==> src/rtl/shift_add_multiplier_pkg.sv <==
// Shared definitions for the shift-and-add multiplier: FSM state encoding
// and the default operand width.
package shift_add_multiplier_pkg;

   localparam int DEFAULT_WIDTH = 16;

   typedef enum logic [1:0] {
      S_IDLE = 2'd0,
      S_RUN  = 2'd1,
      S_DONE = 2'd2
   } state_t;

endpackage

==> src/rtl/shift_add_multiplier_ripple_adder.sv <==
// 16-bit ripple-carry adder: one full-adder cell per bit, carry chained LSB to MSB.
module ripple_adder_16bit (
   input  logic [15:0] a,
   input  logic [15:0] b,
   input  logic        cin,
   output logic [15:0] sum,
   output logic        cout
);

   always_comb begin
      // NOTE: blocking assignments here model the ripple chain; each bit sees
      // the carry just produced by the bit below it in the same evaluation.
      logic carry;
      carry = cin;
      sum   = '0;
      for (int i = 0; i < 16; i++) begin
         sum[i] = a[i] ^ b[i] ^ carry;
         carry  = (a[i] & b[i]) | (carry & (a[i] ^ b[i]));
      end
      cout = carry;
   end

endmodule

==> src/rtl/shift_add_multiplier.sv <==
// Sequential unsigned shift-and-add multiplier: one ripple-adder pass per clock,
// WIDTH iterations per product, result held until the next accepted start.
module shift_add_multiplier
   import shift_add_multiplier_pkg::*;
#(
   parameter int WIDTH = DEFAULT_WIDTH,
   parameter int CNT_W = 5
) (
   input  logic               clk,
   input  logic               rst,
   input  logic               start,
   input  logic [WIDTH-1:0]   a,
   input  logic [WIDTH-1:0]   b,
   output logic               ready,
   output logic               busy,
   output logic               done,
   output logic [2*WIDTH-1:0] product
);

   localparam logic [CNT_W-1:0] LAST_ITER = CNT_W'(WIDTH - 1);

   state_t             state;
   logic [CNT_W-1:0]   count;
   logic [WIDTH-1:0]   m;
   logic [WIDTH-1:0]   q;
   logic [WIDTH-1:0]   acc;
   logic [WIDTH-1:0]   addend;
   logic [WIDTH-1:0]   sum;
   logic               cout;

   assign addend = q[0] ? m : '0;

   // The adder is a fixed 16-bit block, so WIDTH must stay at 16 here.
   ripple_adder_16bit u_adder (
      .a    (acc),
      .b    (addend),
      .cin  (1'b0),
      .sum  (sum),
      .cout (cout)
   );

   assign ready = (state == S_IDLE);
   assign busy  = (state == S_RUN);
   assign done  = (state == S_DONE);

   always_ff @(posedge clk) begin
      // NOTE: every sequential register uses non-blocking assignment so all
      // flops update together from pre-edge values.
      if (rst) begin
         state <= S_IDLE;
         count <= '0;
      end else begin
         case (state)
            S_IDLE: if (start) begin
               state <= S_RUN;
               count <= '0;
            end
            S_RUN: begin
               count <= count + CNT_W'(1);
               if (count == LAST_ITER) state <= S_DONE;
            end
            S_DONE:  state <= S_IDLE;
            default: state <= S_IDLE;
         endcase
      end
   end

   // The carry bit never needs its own register: it lands directly in the
   // ACC MSB on the shift, so nothing is ever dropped.
   always_ff @(posedge clk) begin
      if (rst) begin
         m       <= '0;
         q       <= '0;
         acc     <= '0;
         product <= '0;
      end else begin
         case (state)
            S_IDLE: if (start) begin
               m   <= a;
               q   <= b;
               acc <= '0;
            end
            S_RUN: begin
               acc <= {cout, sum[WIDTH-1:1]};
               q   <= {sum[0], q[WIDTH-1:1]};
               if (count == LAST_ITER) product <= {cout, sum, q[WIDTH-1:1]};
            end
            default: ;
         endcase
      end
   end

endmodule

==> config.mk <==
export PLATFORM = sky130hd
export DESIGN_NAME = shift_add_multiplier
export DESIGN_NICKNAME = d
export VERILOG_FILES = /design/src/rtl/shift_add_multiplier_pkg.sv /design/src/rtl/shift_add_multiplier_ripple_adder.sv /design/src/rtl/shift_add_multiplier.sv
export SDC_FILE = /design/constraint.sdc
export NUM_CORES = 1
export LEC_CHECK = 0
export ABC_CLOCK_PERIOD_IN_PS = 7100
export BUFFER_PORTS_ARGS = -buffer_cell sky130_fd_sc_hd__buf_2
export CORE_MARGIN = 2
export CORE_UTILIZATION = 49
export CTS_BUF_LIST = sky130_fd_sc_hd__clkbuf_16
export CTS_CLUSTER_DIAMETER = 60
export DETAILED_ROUTE_END_ITERATION = 10
export PLACE_DENSITY = 0.79
export SLEW_MARGIN = 20
export SYNTH_ARGS = -nofsm -noshare
export SYNTH_HDL_FRONTEND = slang
export SYNTH_SLANG_ARGS = --single-unit
==> constraint.sdc <==
create_clock -name clk -period 7.1 [get_ports clk]
set_input_delay 0.71 -clock clk [delete_from_list [all_inputs] [get_ports clk]]
set_output_delay 0.71 -clock clk [all_outputs]
set_load 0.01 [all_outputs]
==> flow_metrics.tcl, run 1 <==
set metrics [dict create \
    io-pin-count 70 \
    synth.distinct_cells 35 \
    min_from "m[1]" \
    diodes 0 \
    drc 0 \
    cts_hold_buf 0 \
    n_fill_cell 642 \
    regArea_um2 1742 \
    setup_tns_ps 0 \
    synthesis.area_um2 3692 \
    cts_buffer_depth 2 \
    required_ps 7280 \
    synth_area_leader_cell "dfxtp_1" \
    insertion_delay_ps 350 \
    fmax_mhz 145.5 \
    synth_flop_cell "dfxtp_1" \
    critPathCaptureType "flop" \
    synthArstFlopShare_pct 0 \
    cts_root_buf "clkbuf_16" \
    num_rows 31 \
    drt_iter0_markers 176 \
    outcome "complete, no violations" \
    cts_tree "built" \
    gp_congestion 0.8325 \
    drv_cap 0 \
    clkTransAtPathRegs_ps 60 \
    placed_cells 530 \
    grt_util_all_layers_pct 21.15 \
    yosys.cell_count.top_type "dfxtp_1" \
    drive_gt1_share_pct 22.15 \
    clock_skew_ps 7.897 \
    yosysTopAreaCellShare_pct 47.17 \
    crit_chain "and2_1, ha_1, inv_1, fa_1, fa_1, fa_1, fa_2, fa_2, fa_2, fa_1, fa_1, fa_1, fa_1, fa_1, fa_1, fa_1, fa_1, fa_1, nand2b_1, a21oi_1" \
    crit_type "reg -> reg" \
    startpoint "q[0]" \
    crit_path_max_incr_delay_ps 510 \
    cp_max_fo 3 \
    layout.nets 495 \
    coreArea_um2 7292 \
    synthSimpleGateAreaFrac_pct 16.37 \
    chipWidth_um 90.81 \
    synth_enable_flop_cells 0 \
    yosys.area_share.xor_xnor_pct 0 \
    reg2reg_from "q[0]" \
    p_leak_nw 1.639 \
    wl_mm 8.177 \
    ys_ff_latch 87 \
    synth_nets 443 \
    critPathTopFamily "adder cells" \
    fin_crit_sh_pct 96.78 \
    synthAdderAreaFrac_pct 9.149 \
    vias_per_cell 5.348 \
    muxShareOfSynthArea_pct 0 \
    die-area_um2 8246 \
    htreeDepth 3 \
    hold_class "reg -> reg" \
    via_count 2920 \
    hold_viol_final 0 \
    first_pass_iters 4 \
    ant_nets 0 \
    p_total_mw 1.070 \
    cts_buffers 9 \
    min_period_ps 6872 \
    grt_overflow 0 \
    numPortBuffers 69 \
    drv_slew 0 \
    wire_per_inst_um 14.98 \
    cp_slowest_cell "fa_1" \
    powerDensity_nw_per_um2 251.3 \
    cts_resized 0 \
    avgSynthCellArea_um2 9.467 \
    peakVddDrop_uv 138.7 \
    start_util_pct 50.63 \
    setup_ws_ps 228.5 \
    die_h_um 90.81 \
    setup_viol 0 \
    postSynthCellCount 390 \
    synth_compound_area_share_pct 19.32 \
    cp-start-kind "flop" \
    synth_commonest_cells "87 x dfxtp_1, 66 x nand2_1, 50 x a21oi_1" \
    rsz0062_at_grt "false" \
    hpwlAfterDp_mm 5.201 \
    clock-sinks 87 \
    synth_top_family_by_area "compound AO/OA/AOI/OAI gates" \
    synth.area.top_cells "dfxtp_1 47%, fa_1 8.1%, a21oi_1 6.8%" \
    dp_slack_ps 102.8 \
    yosys_warnings 0 \
    crit_top_cell "fa_1" \
    grt_pass1_vias 2877 \
    worstMarginPinSlew_ps 1046 \
    path_buf_inv 1 \
    cts_post_setup_buffers_inserted 0 \
    grt_pass1_wl_mm 13.90 \
    antenna_found_initial 0 \
    stdcell_count 546 \
    crit_arrival_ps 7050 \
    multiInputGateArea_um2 1663 \
    area_delta_synth_final_pct 15.28 \
    ys_seq_area_share_pct 47.17 \
    grt_max_degree 57 \
    slew_headroom_pct 30.26 \
]
==> per-layer routing <==
layer / part of all wire, % / vias to the layer above / global-route usage, % / wire length, µm
li1: - / 1428 / - / -
met1: 43 / 1401 / 27.12 / 3551
met2: 50 / 77 / 34.39 / 4078
met3: 4.8 / 14 / 5.175 / 389
met4: 1.9 / 0 / 8.460 / 157
met5: 0 / - / 0 / 0
==> cell families (layout without fill, tap and decap cells) <==
group	Yosys count	in the layout
flip-flops	87	87
adder cells (fa/ha/maj)	18	18
buffers and inverters	49	106
AND/OR/NAND/NOR	131	131
AO/OA/AOI/OAI	105	105
==> sequential cells by signal (all words and copies together), names as in the netlist <==
| signal | count |
|---|---|
| product | 32 |
| state | 2 |
| m | 16 |
| count | 5 |
| q | 16 |
| acc | 16 |
==> stage by stage <==
stage                     hold WS, ps  instance area [µm²]  utilization, %
after floorplan                 431.7                 3692               -
after global placement          445.2                 3953           54.20
after detailed placement        445.5                 3953           54.20
after CTS                       455.5                 4249           58.27
after global routing            473.9                 4257           58.37
final                           456.4                 4257           58.37
==> worst register-to-register path: stages, from the launching register on <==
cell	delay (ps)
dfxtp_1	350
and2_1	140
ha_1	140
inv_1	50
fa_1	370
fa_1	390
fa_1	410
fa_2	380
fa_2	370
fa_2	350
fa_1	380
fa_1	390
fa_1	380
fa_1	390
fa_1	390
fa_1	380
fa_1	400
fa_1	390
fa_1	510
nand2b_1	100
a21oi_1	70
==> where the power goes <==
group	internal [mW]	switching, mW
combinational	0.0282	0.0556
sequential	0.504	0.0123
clock	0.272	0.197
==> placed cells by master, fill, tap and decap left out, types with 2 or more instances in the layout <==
cell type / n
fa_1: 12
fa_2: 3
a211oi_1: 16
nor2_1: 18
a21oi_1: 50
ha_1: 3
o2bb2ai_1: 16
nand3_1: 20
clkbuf_16: 9
buf_2: 69
inv_2: 2
dfxtp_1: 87
nand2b_1: 17
buf_4: 2
a22o_1: 16
inv_1: 17
nand2_1: 66
clkinvlp_4: 2
==> area by class of cell <==
| type | instances | share of cell area [%] |
|---|---|---|
| clock buffers | 9 | 5.291 |
| inverters | 19 | 1.675 |
| well taps | 99 | 2.910 |
| flip-flops and latches | 87 | 40.92 |
| clock inverters | 7 | 1.675 |
| repair buffers | 71 | 8.466 |
| multi-input cells | 254 | 39.07 |
==> path summary, 6_finish.rpt <==
path,endpoint,slack (ps),depth (start not counted)
min reg2reg,m[1],460,2
min,m[1],460,2
max,acc[14],230,20
max reg2reg,acc[14],230,20
Note: power is estimated with default switching activity, not from simulation.
==> inputs of run 2 (changes only) <==
ABC_CLOCK_PERIOD_IN_PS = 6300   (was 7100)
PLACE_DENSITY = 0.75   (was 0.79)
clock period = 6.3 ns   (was 7.1 ns; I/O delays follow)
==> run 2 against run 1 <==
Against the previous run:
- the run now ends with negative setup slack left
- critical path type unchanged
- non-clock buffer count grew 2
- largest power group unchanged
- highest routed layer unchanged
- power rose by 11%
- setup slack worse by 250 ps
- clock skew about the same
- worst hold slack about the same
==> flow_metrics.tcl, run 2 (synthesis results as in run 1) <==
set metrics [dict create \
    setup_ws_ps -24.71 \
    cts_tree "built" \
    fin_crit_sh_pct 100.4 \
    setup_viol 1 \
    largest-register "product" \
    clkTransAtPathRegs_ps 70 \
    vias_per_cell 5.214 \
    ff2ff_setup_slack_ps -20 \
    combPwrFrac_pct 8.0 \
    via_count 2857 \
    drc 0 \
    power.internal_mw 0.8778 \
    ant_nets 0 \
    dp_slack_ps -139.5 \
    p_leak_nw 1.663 \
    layout_common_cells "85 x dfxtp_1, 69 x buf_2, 66 x nand2_1, 50 x a21oi_1, 20 x nand3_1" \
    min_period_ps 6325 \
    swShare_pct 25.99 \
    cp-start-kind "flop" \
    grt_pass1_vias 2816 \
    postLayoutCoreUtil_pct 59.16 \
    pwr-share-seq_pct 49.1 \
    final_common_cell "dfxtp_1" \
    place_area_um2 3990 \
    fmax_mhz 158.1 \
    critPathCaptureType "flop" \
    diodes 0 \
    insertion_delay_ps 330 \
    violations "negative setup slack" \
    io-pin-count 70 \
    chipWidth_um 90.81 \
    wl_mm 7.816 \
    finalInstanceArea_um2 4314 \
    drt_iter0_markers 193 \
    grt_pass1_wl_mm 13.54 \
    cp_max_fo 2 \
    die_h_um 90.81 \
    start_util_pct 50.63 \
    setup_tns_ps -24.71 \
    grt_max_degree 57 \
    cts_buffer_depth 2 \
    drive_gt1_share_pct 26.50 \
    layout.nets 497 \
    p_total_mw 1.186 \
    crit_arrival_ps 6500 \
    cts_buffers 9 \
    coreArea_um2 7292 \
    powerDensity_nw_per_um2 274.9 \
    antenna_found_initial 0 \
    worstMarginPinSlew_ps 1056 \
    num_rows 31 \
    htreeDepth 3 \
    area_delta_synth_final_pct 16.84 \
    drv_cap 0 \
    hpwlAfterDp_mm 4.997 \
    numPortBuffers 69 \
    cts_hold_buf 0 \
    hold_class "reg -> reg" \
    slew_headroom_pct 29.57 \
    die-area_um2 8246 \
    clockPowerShare_pct 43.0 \
    drv_slew 0 \
    required_ps 6470 \
    peakVddDrop_uv 151.7 \
    outcome "finished, violations left" \
    clock_skew_ps 7.932 \
    gp_congestion 0.7975 \
    grt_overflow 0 \
    rsz0062_at_grt "true" \
    cts_root_buf "clkbuf_16" \
    grt_util_all_layers_pct 19.94 \
    clock-sinks 87 \
    hold_viol_final 0 \
    largest_reg_flops 32 \
    crit_type "reg -> reg" \
    p_switching_mw 0.3082 \
    first_pass_iters 4 \
    wire_per_inst_um 14.26 \
]
## run 2: cell count changes in the layout (fill, tap and decap cells not counted), moves of 2 or more
cell	delta
buf_4	+2
fa_2	+11
inv_6	+3
dfxtp_2	+2
dfxtp_1	-2
fa_1	-11
## run 2: area by class of cell
cell class                 instances  area [µm²]
clock buffer                       9       225.2
clock inverter                     7       62.56
fill                             678        2978
inverter                          19       71.32
multi-input combinational        254        1712
sequential                        87        1744
tap                               99       123.9
timing repair buffer              73       375.4
## run 2: metrics by stage
stage	hold slack, ps	instances
after global placement	441.1	531
after global routing	474.7	548
final	456.8	548
after floorplan	431.7	390
after detailed placement	445.8	531
after CTS	456.2	547
## run 2: timing repair
action / 4_1_cts / 5_1_grt
resized for setup: 4 / 5
buffers inserted: 0 / 1
endpoints found under the setup margin: 3 / 3
## run 2: critical path, cell delays in order, from the launching register on
cell and delay [ps]:
dfxtp_2 330, and2_4 140, ha_4 120, inv_2 30, fa_2 330, fa_2 350
fa_2 350, fa_2 370, fa_2 360, fa_2 350, fa_2 350, fa_2 350
fa_2 340, fa_2 340, fa_2 350, fa_2 340, fa_2 350, fa_2 350
fa_1 500, nand2b_1 100, a21oi_1 70
## run 2: path summary, 6_finish.rpt
kind         from  endpoint  depth (start not counted)
max          m[0]   acc[14]                         20
min          m[5]      m[5]                          2
max reg2reg  m[0]   acc[14]                         20
min reg2reg  m[5]      m[5]                          2
## run 2: routing by layer
| layer | global-route usage [%] | share of wire, % |
|---|---|---|
| met1 | 27.28 | 47 |
| met4 | 7.323 | 1.1 |
| met2 | 32.03 | 47 |
| met5 | 0 | 0 |
| met3 | 3.172 | 4.3 |
## run 2: power by group through the flow
stage / registers (mW) / clock network (mW) / logic (mW)
after detailed placement: 0.594 / 0 / 0.0941
after global placement: 0.593 / 0 / 0.0925
final: 0.582 / 0.510 / 0.0944
after floorplan: 0.589 / 0 / 0.0809
after global routing: 0.584 / 0.543 / 0.108
after CTS: 0.581 / 0.519 / 0.0948
==> inputs of run 3 (changes only) <==
ABC_CLOCK_PERIOD_IN_PS = 6900   (was 6300)
CORE_UTILIZATION = 55   (was 49)
PLACE_DENSITY = 0.79   (was 0.75)
clock period = 6.9 ns   (was 6.3 ns; I/O delays follow)
==> run 3 against run 2 <==
Against the previous run:
- the flow now finishes without violations
- routed wire length rose by 0.96%
- combinational power fell by 9.4%
- maximum frequency fell by 5.6%
- non-clock buffer count did not move
- design area fell by 1.8%
- power fell by 11%
- critical endpoint unchanged
- largest cell class unchanged
==> flow_metrics.tcl, run 3 (synthesis results as in run 1) <==
set metrics [dict create \
    worstMarginPinSlew_ps 1059 \
    htreeDepth 3 \
    cp_max_fo 2 \
    outcome "complete, no violations" \
    grt_max_degree 57 \
    drt_iter0_markers 202 \
    clkTransAtPathRegs_ps 60 \
    cts_post_setup_buffers_inserted 0 \
    whs_ps 463.0 \
    pwr-share-seq_pct 50.4 \
    antenna_found_initial 0 \
    start_util_pct 57.49 \
    grt_pass1_vias 2777 \
    cp_slowest_cell "fa_1" \
    slew_headroom_pct 29.06 \
    fin_crit_sh_pct 97.10 \
    via_count 2904 \
    clockPowerShare_pct 41.5 \
    regArea_um2 1742 \
    layout_common_cells "87 x dfxtp_1, 69 x buf_2, 66 x nand2_1, 49 x a21oi_1, 20 x nand3_1" \
    drive_gt1_share_pct 23.61 \
    crit_top_cell "fa_2" \
    n_fill_cell 531 \
    critPathCaptureType "flop" \
    num_rows 29 \
    io-pin-count 70 \
    die-area_um2 7385 \
    wire_per_inst_um 15.00 \
    multiInputGateArea_um2 1679 \
    p_switching_mw 0.2622 \
    hold_class "reg -> reg" \
    insertion_delay_ps 340 \
    clock_skew_ps 10.81 \
    wl_mm 7.891 \
    cts_buffers 9 \
    fmax_mhz 149.2 \
    die_h_um 85.94 \
    largest-register "product" \
    setup_viol 0 \
    ant_nets 0 \
    crit_chain "and2_1, ha_1, inv_1, fa_1, fa_2, fa_2, fa_2, fa_2, fa_2, fa_2, fa_2, fa_1, fa_2, fa_1, fa_1, fa_1, fa_1, fa_1, nand2b_1, a21oi_2" \
    area_delta_synth_final_pct 14.71 \
    drc 0 \
    numPortBuffers 69 \
    min_period_ps 6700 \
    postLayoutCoreUtil_pct 65.95 \
    drv_slew 0 \
    largest_reg_flops 32 \
    crit_type "reg -> reg" \
    chipWidth_um 85.94 \
    hpwlAfterDp_mm 5.070 \
    cp-start-kind "flop" \
    cts_tree "built" \
    drv_cap 0 \
    combPwrFrac_pct 8.1 \
    power.internal_mw 0.7926 \
    vias_per_cell 5.521 \
    crit_path_max_incr_delay_ps 450 \
    rsz0062_at_grt "false" \
    coreArea_um2 6422 \
    placed_cells 510 \
    cts_root_buf "clkbuf_16" \
    grt_util_all_layers_pct 22.31 \
    setup_tns_ps 0 \
    final_common_cell "dfxtp_1" \
    critPathTopFamily "adder cells" \
    required_ps 7160 \
    p_leak_nw 1.647 \
    cts_buffer_depth 2 \
    layout.nets 497 \
    path_buf_inv 1 \
    gp_congestion 0.7412 \
    grt_overflow 0 \
    swShare_pct 24.86 \
    powerDensity_nw_per_um2 249.0 \
    stdcell_count 526 \
    diodes 0 \
    clock-sinks 87 \
    p_total_mw 1.055 \
    first_pass_iters 4 \
    peakVddDrop_uv 147.2 \
    grt_pass1_wl_mm 13.04 \
    hold_viol_final 0 \
    crit_arrival_ps 6960 \
]
==> run 3: cell count changes in the layout (fill, tap and decap cells not counted), sizes merged <==
cell / previous run / this run
inv: 24 / 21
clkinv: 1 / 4
==> run 3: layout make-up <==
| class | count | area share (%) |
|---|---|---|
| Clock inverter | 7 | 1.093 |
| Clock buffer | 9 | 5.318 |
| Tap cell | 77 | 2.275 |
| Timing Repair Buffer | 73 | 8.863 |
| Sequential cell | 87 | 41.12 |
| Inverter | 19 | 1.684 |
| Multi-Input combinational cell | 254 | 39.65 |
==> run 3: what timing repair did <==
action,4_1_cts,5_1_grt
hold buffers,0,0
setup endpoints to repair,2,3
resized for setup,4,5
pin swaps,0,1
hold endpoints to repair,0,0
==> run 3: tightest hold or removal path: stages, from the launching register on <==
cell	delay, ps
dfxtp_1	310
nand2_1	50
a21oi_1	50
==> run 3: path summary, 6_finish.rpt <==
path,startpoint,endpoint,slack [ps],cells past startpoint
worst min register to register,m[10],m[10],460,2
worst max-delay path,q[0],acc[14],200,20
worst min-delay path,m[10],m[10],460,2
worst max register to register,q[0],acc[14],200,20
==> run 3: layer usage <==
layer	part of all wire, %	GRT usage (%)
met3	5.6	3.657
met4	1.7	9.668
met2	48	35.59
met5	0	0
met1	45	30.02
==> run 3: power by group through the flow <==
stage	logic [mW]	registers [mW]	clock network, mW
2_1_floorplan	0.0723	0.538	0
3_3_place_gp	0.0833	0.542	0
3_5_place_dp	0.0842	0.542	0
4_1_cts	0.0853	0.531	0.444
5_1_grt	0.0955	0.533	0.463
6_report	0.0855	0.531	0.438
==> run 3: stage by stage <==
| step | setup slack (ps) | instance area, µm² |
|---|---|---|
| floorplan | 3.340 | 3694 |
| global placement | 39.28 | 3940 |
| detailed placement | -84.16 | 3940 |
| CTS | 23.39 | 4223 |
| global route | 10.22 | 4235 |
| finish | 199.8 | 4235 |
